$ cat src/rtl/spi_ram_slave.sv
// spi_ram_slave: SPI slave front end for the single-port RAM.
// Collects (ADDR_SIZE+2)-bit command words from MOSI into rx_data/rx_valid and
// serialises the RAM read byte (tx_data/tx_valid) back out on MISO, MSB first.
// All logic runs on clk; SPI bits are sampled once per rising edge.
// Optional macro SPI_RAM_SLAVE_ASSERT_EN compiles in protocol assertions.
module spi_ram_slave #(
  parameter int ADDR_SIZE = 8
) (
  input  logic                 clk,
  input  logic                 rst,
  input  logic                 SS_n,
  input  logic                 MOSI,
  input  logic [ADDR_SIZE-1:0] tx_data,
  input  logic                 tx_valid,
  output logic                 MISO,
  output logic [ADDR_SIZE+1:0] rx_data,
  output logic                 rx_valid
);

  localparam int          W        = ADDR_SIZE + 2;
  localparam logic [3:0]  LAST_BIT = 4'(W - 1);
  localparam int          TXCW     = $clog2(ADDR_SIZE + 1);
  localparam logic [TXCW-1:0] TX_LAST = TXCW'(ADDR_SIZE - 1);

  typedef enum logic [2:0] {
    IDLE,
    CHK_CMD,
    WRITE,
    READ_ADD,
    READ_DATA
  } state_t;

  state_t state, state_nxt;

  logic [3:0]           cnt, cnt_nxt;
  logic [W-2:0]         shift, shift_nxt;
  logic                 frame_done, frame_done_nxt;
  logic                 rd_addr_held, rd_addr_held_nxt;
  logic [ADDR_SIZE-1:0] tx_shift, tx_shift_nxt;
  logic [TXCW-1:0]      tx_cnt, tx_cnt_nxt;
  logic                 tx_busy, tx_busy_nxt;
  logic                 tx_sent, tx_sent_nxt;
  logic                 miso_nxt;
  logic [W-1:0]         rx_data_nxt;
  logic                 rx_valid_nxt;

  // State register
  always_ff @(posedge clk) begin
    if (rst) state <= IDLE;
    else     state <= state_nxt;
  end

  // Next-state decode; SS_n high always returns to IDLE
  always_comb begin
    state_nxt = state;
    if (SS_n) begin
      state_nxt = IDLE;
    end else begin
      case (state)
        IDLE:    state_nxt = CHK_CMD;
        CHK_CMD: begin
          if (!MOSI)             state_nxt = WRITE;
          else if (rd_addr_held) state_nxt = READ_DATA;
          else                   state_nxt = READ_ADD;
        end
        default: state_nxt = state;
      endcase
    end
  end

  // Datapath/output next values: payload shift, command capture, MISO serialiser
  always_comb begin
    cnt_nxt          = cnt;
    shift_nxt        = shift;
    frame_done_nxt   = frame_done;
    rd_addr_held_nxt = rd_addr_held;
    tx_shift_nxt     = tx_shift;
    tx_cnt_nxt       = tx_cnt;
    tx_busy_nxt      = tx_busy;
    tx_sent_nxt      = tx_sent;
    miso_nxt         = MISO;
    rx_data_nxt      = rx_data;
    rx_valid_nxt     = 1'b0;

    case (state)
      WRITE, READ_ADD, READ_DATA: begin
        if (!frame_done) begin
          shift_nxt = {shift[W-3:0], MOSI};
          if (cnt == LAST_BIT) begin
            rx_data_nxt    = {shift, MOSI};
            rx_valid_nxt   = 1'b1;
            frame_done_nxt = 1'b1;
            if (state == READ_ADD)       rd_addr_held_nxt = 1'b1;
            else if (state == READ_DATA) rd_addr_held_nxt = 1'b0;
          end else begin
            cnt_nxt = cnt + 4'd1;
          end
        end else if (state == READ_DATA) begin
          if (tx_busy) begin
            if (tx_cnt != '0) begin
              miso_nxt     = tx_shift[ADDR_SIZE-1];
              tx_shift_nxt = {tx_shift[ADDR_SIZE-2:0], 1'b0};
              tx_cnt_nxt   = tx_cnt - 1'b1;
            end else begin
              miso_nxt    = 1'b0;
              tx_busy_nxt = 1'b0;
              tx_sent_nxt = 1'b1;
            end
          end else if (!tx_sent && tx_valid) begin
            // First bit goes out on the same edge the byte is latched
            miso_nxt     = tx_data[ADDR_SIZE-1];
            tx_shift_nxt = {tx_data[ADDR_SIZE-2:0], 1'b0};
            tx_cnt_nxt   = TX_LAST;
            tx_busy_nxt  = 1'b1;
          end
        end
      end
      default: ;
    endcase

    // Frame end: a 10th bit sampled together with SS_n high still completes the
    // command above, but all frame-local state is cleared here.
    if (SS_n) begin
      cnt_nxt        = '0;
      frame_done_nxt = 1'b0;
      tx_busy_nxt    = 1'b0;
      tx_sent_nxt    = 1'b0;
      miso_nxt       = 1'b0;
    end
  end

  // Datapath and output registers
  always_ff @(posedge clk) begin
    if (rst) begin
      cnt          <= '0;
      shift        <= '0;
      frame_done   <= 1'b0;
      rd_addr_held <= 1'b0;
      tx_shift     <= '0;
      tx_cnt       <= '0;
      tx_busy      <= 1'b0;
      tx_sent      <= 1'b0;
      MISO         <= 1'b0;
      rx_data      <= '0;
      rx_valid     <= 1'b0;
    end else begin
      cnt          <= cnt_nxt;
      shift        <= shift_nxt;
      frame_done   <= frame_done_nxt;
      rd_addr_held <= rd_addr_held_nxt;
      tx_shift     <= tx_shift_nxt;
      tx_cnt       <= tx_cnt_nxt;
      tx_busy      <= tx_busy_nxt;
      tx_sent      <= tx_sent_nxt;
      MISO         <= miso_nxt;
      rx_data      <= rx_data_nxt;
      rx_valid     <= rx_valid_nxt;
    end
  end

`ifdef SPI_RAM_SLAVE_ASSERT_EN
  logic ss_q;
  logic rx_valid_q;

  // History of SS_n and rx_valid for the protocol checks below
  always_ff @(posedge clk) begin
    if (rst) begin
      ss_q       <= 1'b0;
      rx_valid_q <= 1'b0;
    end else begin
      ss_q       <= SS_n;
      rx_valid_q <= rx_valid;
    end
  end

  // Protocol invariants
  always_ff @(posedge clk) begin
    if (!rst) begin
      assert (!(rx_valid && rx_valid_q))
        else $error("rx_valid high for two consecutive cycles");
      assert (cnt <= LAST_BIT)
        else $error("bit counter out of range: %0d", cnt);
      assert (state == READ_DATA || !MISO)
        else $error("MISO high outside READ_DATA");
      if (ss_q) begin
        assert (state == IDLE)
          else $error("state not IDLE after SS_n high");
      end
    end
  end
`endif

endmodule

$ cat config.mk
export PLATFORM = sky130hd
export DESIGN_NAME = spi_ram_slave
export DESIGN_NICKNAME = d
export VERILOG_FILES = /design/src/rtl/spi_ram_slave.sv
export SDC_FILE = /design/constraint.sdc
export NUM_CORES = 1
export LEC_CHECK = 0
export BUFFER_PORTS_ARGS = -buffer_cell sky130_fd_sc_hd__buf_2
export CORE_MARGIN = 2
export CORE_UTILIZATION = 50
export CTS_CLUSTER_DIAMETER = 60
export DETAILED_ROUTE_END_ITERATION = 16
export PLACE_DENSITY = 0.71
export SETUP_SLACK_MARGIN = 0.5
export SYNTH_ARGS = -nofsm -noshare
export SYNTH_HDL_FRONTEND = slang
export SYNTH_SLANG_ARGS = --single-unit
$ cat constraint.sdc
create_clock -name clk -period 2.1 [get_ports clk]
set_clock_uncertainty 0.05 [all_clocks]
set_input_delay 0.105 -clock clk [delete_from_list [all_inputs] [get_ports clk]]
set_output_delay 0.105 -clock clk [all_outputs]
set_load 0.01 [all_outputs]
# After elaboration in Yosys (flattened, before gate mapping)

Cells that the tools add are included.

$add $sub $neg: 2
$mul: 0
Divide/modulo/power cells: 0
Order comparisons: 0
Equal/unequal tests: 6
Shifts and indexed selects: 0
Mux-type cells: 19
Bitwise operators: 4
Reduce and logical (&&, ||, !) cells: 18

Operators with widths:

| kind                                                   | number |
|---|---|
| two-way mux 8 bit                                      | 3 |
| two-way mux 4 bit                                      | 3 |
| two-way mux 1 bit                                      | 10 |
| AND reduction 5 bit                                    | 2 |
| AND reduction 3 bit                                    | 3 |
| AND reduction 4 bit                                    | 2 |
| == test 3 x 2 -> 1 bit (second input constant)         | 2 |
| two-way mux 3 bit                                      | 2 |
| case mux 3 bit (2 select lines)                        | 1 |
| nonzero test 2 bit                                     | 3 |
| OR reduction 3 bit                                     | 2 |
| adder 4 x 1 -> 4 bit (second input constant)           | 1 |
| == test 4 bit (second input constant)                  | 1 |
| NOT 1 bit                                              | 4 |
| nonzero test 4 bit                                     | 1 |
| subtractor 4 x 1 -> 4 bit (second input constant)      | 1 |
| == test 3 x 1 -> 1 bit (second input constant)         | 1 |
| == test 3 bit (second input constant)                  | 1 |
| zero test 3 bit                                        | 1 |
| inequality test 2 x 1 -> 1 bit (second input constant) | 1 |
| AND reduction 2 bit                                    | 1 |
| OR reduction 2 bit                                     | 1 |
| logical AND 1 bit                                      | 1 |
| zero test 1 bit                                        | 1 |

Register bits: 44
Latch bits: 0
RAM bits: 0
Memory bits (read-only): 0
Bits of input ports: 13
Output and inout port bits: 12
Logic and storage cells: 61
Memories kept: 0

# Longest topological paths before layout

Depth after elaboration: 4
Gate-level depth with buffers: 7
Mapped depth without buffers: 6

# Worst setup path after synthesis

No wires, ideal clock.

Path type: reg2reg
From: reg tx_cnt[0]
To: reg tx_shift[4]
Arrival: 1548 ps
Required time: 1971 ps
Path slack: 423 ps
Cell stages (with the launch flop): 8
Cells stage by stage: dfxtp_1 inv_1 ha_1 and4bb_2 a211oi_4 buf_6 nor2_1 a211oi_2

Longest elaborated chain between the ends: 3

Ends and longest elaborated chain:

| element                                  | RTL line | RTL |
|---|---|---|
| start, declared                          | 40       | `logic [TXCW-1:0] tx_cnt, tx_cnt_nxt;` |
| start signal, assigned                   | 152      | `tx_cnt <= tx_cnt_nxt;` |
| nonzero test 4 bit                       | 100      | `if (tx_cnt != '0) begin` |
| inequality test 2 x 1 -> 1 bit (no line) | n/a      |  |
| AND reduction 5 bit (no line)            | n/a      |  |
| end signal, assigned                     | 151      | `tx_shift <= tx_shift_nxt;` |
| end, declared                            | 39       | `logic [ADDR_SIZE-1:0] tx_shift, tx_shift_nxt;` |

Every way passes these cells.
A chain may end at the register's enable or synchronous reset.

# Worst setup path after layout

From: reg state[2]
To: reg shift[0]

Longest elaborated chain between the ends: 3
Elaborated cells on any way between the ends: 5
Those cells by class: eq/ne: 3; reduce/logical: 2

Ends and longest elaborated chain:

| element                                                 | RTL line | RTL |
|---|---|---|
| start, declared                                         | 33       | `state_t state, state_nxt;` |
| start signal, assigned                                  | 50       | `else state <= state_nxt;` |
| == test 3 x 2 -> 1 bit or == test 3 bit (tied branches) | 85       | `case (state)` |
| OR reduction 3 bit *                                    | 85       |  |
| AND reduction 2 bit (no line) *                         | n/a      |  |
| end signal, assigned                                    | 148      | `shift <= shift_nxt;` |
| end, declared                                           | 36       | `logic [W-2:0] shift, shift_nxt;` |

Every way passes the cells marked *; elsewhere a longest branch is shown, timed or not.

==> flow_summary.json <==
{
  "status": "finished clean",
  "timing_worst_setup_path_type": "reg -> reg",
  "ys_seq_area_frac": 0.4633,
  "pre_cts_slack_ns": 0.2456,
  "insertion_delay_ns": 0.30,
  "min_period_over_period": 0.7751,
  "fp.dieW_um": 64.96,
  "async_reset_ff_frac": 0,
  "fin_ws_ns": 0.4723,
  "cts.sinks": 43,
  "die_h_um": 64.96,
  "power_density_nw_per_um2": 647.3,
  "syn_area_um2": 1858,
  "n_antenna_cell": 0,
  "power_mw": 1.547,
  "rows": 22,
  "area_growth_pct": 28.62,
  "min_period_ns": 1.628,
  "synthFlopType": "dfxtp_1",
  "max_freq_mhz": 614.4,
  "required_ns": 2.22,
  "startpoint_type": "flop",
  "tightest_slew_ns": 0.5863,
  "wl_per_cell_um": 14.51,
  "final_cell_mix": "nor2_1 (37), dfxtp_1 (35), mux2i_1 (27)",
  "cts_tree": "done",
  "finish.utilization": 0.6627,
  "regArea_um2": 883.3,
  "slew_headroom": 0.6091,
  "drtIter0Drc": 75,
  "grt_pass1_wl_um": 6458,
  "cts_buffers": 5,
  "vias": 1518,
  "report.final.hold_viol_count": 0,
  "die-area_um2": 4220,
  "yosys_warnings": 0,
  "viasPerCell": 5.460,
  "floorplan.initialDensity": 0.5153,
  "drv_cap": 0,
  "drive_above_1_share": 0.3783,
  "clk_path_buf_depth": 2,
  "crit_start": "state[2]",
  "hold_path.class": "in -> reg",
  "p_leak_nw": 0.9768,
  "routed_wl_um": 4034,
  "cp_max_fo": 6,
  "slowest_stage": "or3b_4",
  "reg2reg_to": "shift[0]",
  "overflow": 0,
  "multi_input_area_um2": 1033,
  "coreArea_um2": 3606,
  "worstRegToRegCells": 5,
  "r2r-start": "state[2]",
  "grt_start_max_net_pins": 34,
  "syn_avg_cell_area_um2": 9.883,
  "path_clk_slew_ns": 0.08,
  "irDropWorstVdd_mv": 0.3268,
  "ant_nets": 0,
  "nFillCells": 274,
  "remaining_drc_errors": 0,
  "worst-r2r-setup-slack_ns": 0.47,
  "grt_usage": 0.2011,
  "root_buffer": "clkbuf_8",
  "dr.pass1.iters": 4,
  "rsz0062_at_grt": "yes",
  "final_common_cell": "nor2_1",
  "tns_ns": 0,
  "numPortBuffers": 24,
  "final_nets": 245,
  "syn_nets": 204,
  "grt_pass1_vias": 1441,
  "dp_hpwl_um": 2396,
  "crit_chain": "or3b_4 > a21oi_4 > buf_6 > mux2i_1 > nor2_1",
  "slew_viol_final": 0,
  "synthCells": 188,
  "ioPinCount": 25,
  "antenna_found_initial": 0,
  "setup_viol": 0,
  "cts_htree_levels": 2,
  "hp-start": "tx_data[0]",
  "ys_types": 40,
  "routabilityCongestion": 0.7652,
  "synth_seq_cells": 43,
  "cp-end-kind": "flop",
  "worstPathArrival_ns": 1.74,
  "crit_end": "shift[0]",
  "synth_edf_count": 0,
  "slowest_delay_ns": 0.46
}
critical path, delay by kind of cell, from the launching register on:
| kind | cells | cell delay (ns) |
|---|---|---|
| muxes | 1 | 0.20 |
| and+or+nand+nor | 2 | 0.52 |
| buffers and inverters | 1 | 0.16 |
| DFF | 1 | 0.37 |
| AOI/OAI and AO/OA | 1 | 0.20 |
what timing repair did:
action / 4_1_cts / 5_1_grt
resized for setup: 19 / 19
gates cloned: 3 / 0
endpoints found under the setup margin: 31 / 33
hold buffers: 0 / 0
setup buffers: 10 / 4
pin swaps: 8 / 11
how the worst min path moves through the flow:
stage                  endpoint  slack [ns]  depth (start not counted)
floorplan             tx_cnt[0]        0.13                          1
global placement    tx_shift[1]        0.34                          3
CTS                 tx_shift[1]        0.04                          3
finish              tx_shift[1]        0.05                          3
detailed placement  tx_shift[1]        0.36                          3
global route        tx_shift[1]        0.06                          3
power breakdown:
part,internal [mW],leakage [nW],switching (mW)
Sequential,0.815,0.352,0.00707
Combinational,0.0376,0.567,0.0429
Clock,0.354,0.0581,0.290
Total,1.21,0.977,0.340
cells in the mapped netlist, types with 2 or more instances:
cell	number	share of area
dfxtp_1	43	0.46
nor2_1	39	0.079
mux2i_1	27	0.15
a21oi_1	9	0.024
inv_1	6	0.012
a211oi_1	5	0.020
clkbuf_1	5	0.010
nand2_1	4	0.0081
a211oi_2	3	0.020
ha_1	3	0.020
nand2b_1	3	0.010
nand3_1	3	0.0081
o21ai_0	3	0.0081
a211oi_4	2	0.022
a311oi_1	2	0.0094
a31oi_1	2	0.0067
and3b_1	2	0.0094
buf_6	2	0.012
nand3b_1	2	0.0081
or3_1	2	0.0067
xnor2_1	2	0.0094
cells by family after synthesis:
| family | after synthesis | synth area share |
|---|---|---|
| DFF | 43 | 0.4633 |
| muxes | 27 | 0.1455 |
| buffers and inverters | 16 | 0.04377 |
| xor gates and xnor gates | 2 | 0.009429 |
| and+or+nand+nor | 65 | 0.1785 |
| adders and majority gates | 3 | 0.02020 |
| AOI/OAI and AO/OA | 32 | 0.1394 |
per-layer routing:
| metal | share of wire | wire length, um | GRT usage | up-vias |
|---|---|---|---|---|
| met5 | 0 | 0 | 0 | - |
| met4 | 0.020 | 79 | 0.08511 | 0 |
| met3 | 0.037 | 148 | 0.04861 | 8 |
| met2 | 0.51 | 2074 | 0.3479 | 30 |
| met1 | 0.43 | 1731 | 0.2359 | 735 |
| li1 | - | - | - | 745 |
state kept, by name (all words and copies together) (netlist names):
name,flops
cnt,4
MISO,1
tx_cnt,4
rx_data,10
tx_busy,1
frame_done,1
state,3
rx_valid,1
tx_sent,1
rd_addr_held,1
tx_shift,7
shift,9
stage by stage:
stage,instances,hold slack (ns),cell area [um2]
finish,278,0.04953,2390
global route,278,0.06180,2390
CTS,274,0.04389,2282
detailed placement,253,0.3561,2019
global placement,253,0.3425,2019
floorplan,188,0.1271,1876
final cells by class:
class                           count  share of cell area
Inverter                            6            0.009424
Clock inverter                      3             0.01832
Timing Repair Buffer               43              0.1162
Clock buffer                        5             0.02880
Multi-Input combinational cell    130              0.4325
Sequential cell                    43              0.3696
Tap cell                           48             0.02513
Power figures use the tool's default switching activity.
